$ cat src/rtl/dftprobe_scan_ctrl.sv
// Sequencer for the DFT probe cells: walks the probe enables one at a time with
// break-before-make gaps, captures each tdi return and flags a masked mismatch.
module dftprobe_scan_ctrl #(
    parameter int NPROBE = 8,
    parameter int SETTLE = 4
) (
    input  logic              clk,
    input  logic              rst,
    input  logic              start,
    input  logic              abort,
    input  logic [NPROBE-1:0] mask,
    input  logic [NPROBE-1:0] expected,
    input  logic [NPROBE-1:0] tdi,
    output logic [NPROBE-1:0] ten,
    output logic [NPROBE-1:0] result,
    output logic              busy,
    output logic              done,
    output logic              fail,
    input  logic              CELV,
    input  logic              CELG,
    input  logic              CELSUB
);

    localparam int IDX_W = (NPROBE > 1) ? $clog2(NPROBE) : 1;
    localparam int CNT_W = $clog2(SETTLE + 1);
    localparam logic [IDX_W-1:0] LAST_IDX = IDX_W'(NPROBE - 1);
    localparam logic [CNT_W-1:0] LAST_CNT = CNT_W'(SETTLE - 1);

    typedef enum logic [1:0] {IDLE, PROBE, GAP, DONE} state_t;

    state_t            state_reg, state_next;
    logic [IDX_W-1:0]  idx_reg, idx_next;
    logic [CNT_W-1:0]  cnt_reg, cnt_next;
    logic [NPROBE-1:0] mask_q_reg, mask_q_next;
    logic [NPROBE-1:0] exp_q_reg, exp_q_next;
    logic [NPROBE-1:0] result_reg, result_next;
    logic              fail_reg, fail_next;
    logic [NPROBE-1:0] ten_reg, ten_next;
    logic              busy_reg, busy_next;
    logic              done_reg, done_next;

    // Supply/ground/substrate pins only pass through the cell boundary.
    logic unused_supply;
    assign unused_supply = ^{CELV, CELG, CELSUB};

    always_ff @(posedge clk) begin
        if (rst) begin
            state_reg  <= IDLE;
            idx_reg    <= '0;
            cnt_reg    <= '0;
            mask_q_reg <= '0;
            exp_q_reg  <= '0;
            result_reg <= '0;
            fail_reg   <= 1'b0;
            ten_reg    <= '0;
            busy_reg   <= 1'b0;
            done_reg   <= 1'b0;
        end else begin
            state_reg  <= state_next;
            idx_reg    <= idx_next;
            cnt_reg    <= cnt_next;
            mask_q_reg <= mask_q_next;
            exp_q_reg  <= exp_q_next;
            result_reg <= result_next;
            fail_reg   <= fail_next;
            ten_reg    <= ten_next;
            busy_reg   <= busy_next;
            done_reg   <= done_next;
        end
    end

    always_comb begin
        state_next  = state_reg;
        idx_next    = idx_reg;
        cnt_next    = cnt_reg;
        mask_q_next = mask_q_reg;
        exp_q_next  = exp_q_reg;
        result_next = result_reg;
        fail_next   = fail_reg;
        case (state_reg)
            IDLE: begin
                if (start) begin
                    state_next  = PROBE;
                    mask_q_next = mask;
                    exp_q_next  = expected;
                    result_next = '0;
                    fail_next   = 1'b0;
                    idx_next    = '0;
                    cnt_next    = '0;
                end
            end
            PROBE: begin
                // Abort wins over a capture falling on the same edge.
                if (abort) begin
                    state_next = IDLE;
                    cnt_next   = '0;
                end else if (!mask_q_reg[idx_reg]) begin
                    state_next = GAP;
                end else if (cnt_reg == LAST_CNT) begin
                    result_next[idx_reg] = tdi[idx_reg];
                    state_next           = GAP;
                end else begin
                    cnt_next = cnt_reg + CNT_W'(1);
                end
            end
            GAP: begin
                cnt_next = '0;
                if (abort) begin
                    state_next = IDLE;
                end else if (idx_reg == LAST_IDX) begin
                    state_next = DONE;
                    fail_next  = |((result_reg ^ exp_q_reg) & mask_q_reg);
                end else begin
                    idx_next   = idx_reg + IDX_W'(1);
                    state_next = PROBE;
                end
            end
            DONE: begin
                state_next = IDLE;
            end
            default: begin
                state_next = IDLE;
            end
        endcase
    end

    // Outputs are decoded from the next state so they are registered yet aligned with it.
    always_comb begin
        busy_next = (state_next == PROBE) || (state_next == GAP);
        done_next = (state_next == DONE);
    end

    genvar gi;
    generate
        for (gi = 0; gi < NPROBE; gi++) begin : g_ten
            assign ten_next[gi] = (state_next == PROBE) && mask_q_next[gi] &&
                                  (idx_next == IDX_W'(gi));
        end
    endgenerate

    assign ten    = ten_reg;
    assign result = result_reg;
    assign busy   = busy_reg;
    assign done   = done_reg;
    assign fail   = fail_reg;

endmodule

$ cat config.mk
export PLATFORM = sky130hd
export DESIGN_NAME = dftprobe_scan_ctrl
export DESIGN_NICKNAME = d
export VERILOG_FILES = /design/src/rtl/dftprobe_scan_ctrl.sv
export SDC_FILE = /design/constraint.sdc
export NUM_CORES = 1
export LEC_CHECK = 0
export CAP_MARGIN = 40
export CORE_MARGIN = 10
export CORE_UTILIZATION = 49
export DETAILED_ROUTE_END_ITERATION = 7
export GPL_TIMING_DRIVEN = 0
export PLACE_DENSITY_LB_ADDON = 0.12
export SLEW_MARGIN = 5
export SYNTH_ARGS = -nofsm -noshare
export SYNTH_HDL_FRONTEND = slang
export SYNTH_SLANG_ARGS = --single-unit
$ cat constraint.sdc
create_clock -name clk -period 2.44 [get_ports clk]
set_input_delay 0.488 -clock clk [delete_from_list [all_inputs] [get_ports clk]]
set_output_delay 0.488 -clock clk [all_outputs]
set_load 0.02 [all_outputs]
==> metrics.txt <==
CP max stage delay 0.32 ns; Most used DFF post-synth dfxtp_1; PortBufs 46; GRT Total Usage 0.1540; final worst slack 0.1401 ns; Final Hold Violating Endpoints 0; Max-cap violations 0; Post-synth EDFFs 0; WL final 5623 um; Setup WS pre-CTS -0.1553 ns; initial antenna violation count 0; Clock H-tree levels 2; drt initial violations 142; Congestion Overflow GR 0; Vias per Instance 5.567; Post-Route Utilization 0.6775; Vias 1954; Peak Freq 434.8 MHz; vias in the first global route 2023; outcome completed; Async S/R FF share, synth 0; post-synth cell types 46; worst r2r src idx_reg[2]; worst skew pair latency 0.29 ns; Cell Area, Synth 2088 sq um; die width 85.28 um; FF+latch count, synth 43; pwr/cell area 530.4 nW/um^2; final hold slack 0.4670 ns; final worst-path cycle share 0.9426; Max Slew Vio Count 0; CP Launch Type flip-flop; CP required 2.65 ns; CTS tree yes; Non-Filler Instances 351; synthesized area per cell 8.489 sq um; critical hold path startpoint cnt_reg[1]; clock period minus worst slack 2.300 ns; sequential area share after synthesis 0.4122; endpoint class of the critical path flip-flop; Max-slew headroom 0.6161; static leakage power 1.057 nW; biggest area consumer among synthesized cells dfxtp_1; syn_nets 282; Core Box Area 4058 sq um; total CTS buffers 5; Critical Path Start idx_reg[2]; root buffer cell clkbuf_8; Worst-path clk slew 0.07 ns; Post-DP HPWL 4358 um; post-route ant nets 0; TritonRoute pass-1 iters 4; ratio of cells with drive above 1 in the final layout 0.09302; Area growth, synth to finish 31.64%; worst slew pin tran 0.5738 ns; clock tree buffer depth 2; RePlAce Congestion 0.8616; Synth Instances 246; top-area cell type share of the netlist area 0.4122; # rows 23; DRC viols 0; synth top area cells dfxtp_1, nand2_1, a21oi_1, mux2i_1, xor2_1; CP arrival 2.51 ns; clock sinks 43; global-route wire length before repair 9349 um; die area 7273 sq um; Worst Path Max Fanout 10; area of the multi-input gates 1165 sq um; worst vdd ir 0.3933 mV; Inst Count DP 342; largest net degree at the start of global routing 13; routed len/inst 16.02 um; # diodes 0; die height 85.28 um; critical path class flip-flop to flip-flop; DP Area 2611 sq um; Fillers 350; crit path cell chain buf_4, inv_1, o32ai_2, nor2_1, buf_2, or2_2, o21ai_2, ha_2, o21ai_0, nor3b_1; Setup Skew 0.003306 ns; initial core utilization 0.5146; Yosys warning count 0; Hold WC Path Type flip-flop to flip-flop; # hold bufs at CTS 0; register area 860.8 sq um; final setup fails 0; boundary pin count 50; post-route cell area 2749 sq um; slowest CP cell or2_2; # nets final 337
-- routing by layer --
| metal | GRT usage | share of wire | vias up |
|---|---|---|---|
| li1 | - | - | 987 |
| met1 | 0.1788 | 0.44 | 909 |
| met2 | 0.2643 | 0.47 | 51 |
| met3 | 0.04302 | 0.073 | 7 |
| met4 | 0.05090 | 0.012 | 0 |
| met5 | 0 | 0 | - |
-- layout by cell type (no fill, tap or decap), drive strengths merged, types with 2 or more instances in the layout --
| master | synthesis | layout |
|---|---|---|
| o211ai | 4 | 4 |
| and2 | 3 | 3 |
| o22a | 2 | 2 |
| nand2b | 8 | 8 |
| o21ai | 10 | 10 |
| o22ai | 3 | 3 |
| nor4 | 2 | 2 |
| nor3 | 3 | 3 |
| xor2 | 8 | 8 |
| or3 | 4 | 4 |
| nand3 | 5 | 5 |
| mux2 | 2 | 2 |
| a31oi | 2 | 2 |
| nor3b | 3 | 3 |
| dfxtp | 43 | 43 |
| nand2 | 44 | 44 |
| clkdlybuf4s50 | 0 | 46 |
| inv | 5 | 5 |
| mux2i | 7 | 7 |
| or4b | 2 | 2 |
| nor2b | 3 | 3 |
| or4 | 3 | 3 |
| ha | 5 | 5 |
| clkbuf | 6 | 13 |
| buf | 7 | 8 |
| a22oi | 4 | 4 |
| a32o | 6 | 6 |
| o32ai | 3 | 3 |
| nor2 | 15 | 15 |
| a21oi | 18 | 18 |
| and3 | 5 | 5 |
-- worst max-delay path, delay by kind of cell, from the launching register on --
family,cells,cell delay (ns)
compound gates,3,0.54
fa+ha+maj,1,0.22
buf+inv,3,0.45
flops,1,0.31
simple gates,3,0.68
-- metrics by stage --
step | TNS, ns | power [mW]
2_1_floorplan | 0 | 0.8504
3_3_place_gp | -1.259 | 0.9319
3_5_place_dp | -1.926 | 0.9346
4_1_cts | 0 | 1.460
5_1_grt | -0.006285 | 1.516
6_report | 0 | 1.458
-- path summary, 6_finish.rpt --
check	to	slack (ns)	depth (start not counted)
setup / recovery	ten[0]	0.14	10
hold / removal	cnt_reg[1]	0.47	2
setup reg to reg	ten[0]	0.14	10
hold reg to reg	cnt_reg[1]	0.47	2
-- what timing repair did --
action                     4_1_cts  5_1_grt
setup endpoints to repair        6       15
buffers inserted                 0        2
pin swaps                        0        4
resized for setup                1        7
-- power by group --
part / switching [mW] / leakage, nW / internal (mW) / total [mW]
logic: 0.0973 / 0.656 / 0.0914 / 0.189
clock network: 0.231 / 0.0513 / 0.300 / 0.531
registers: 0.0154 / 0.350 / 0.723 / 0.738
-- cells in the mapped netlist (5+ instances only) --
cell type	n
a32o_1	6
clkbuf_1	5
nand3_1	5
mux2i_1	7
nand2b_1	8
nand2_1	44
o21ai_0	10
xor2_1	8
ha_1	5
inv_1	5
buf_2	5
a21oi_1	18
and3_1	5
dfxtp_1	43
nor2_1	14
-- cell families (layout without fill, tap and decap cells) --
kind of cell,after synthesis,count (layout),share of synthesized area
and+or+nand+nor,103,103,0.2480
AOI/OAI and AO/OA,60,60,0.1941
adders and majority gates,5,5,0.02996
xor gates and xnor gates,8,8,0.03355
muxes,9,9,0.04434
DFF,43,43,0.4122
buffers and inverters,18,73,0.03774
-- final cells by class --
cell class,instances,share of cell area
Clock inverter,1,0.01092
Sequential cell,43,0.3132
Clock buffer,6,0.02640
Buffer,13,0.02321
Multi-Input combinational cell,185,0.4238
Timing Repair Buffer,48,0.1730
Inverter,5,0.006827
Tap cell,50,0.02276
(Power assumes the default switching activity.)
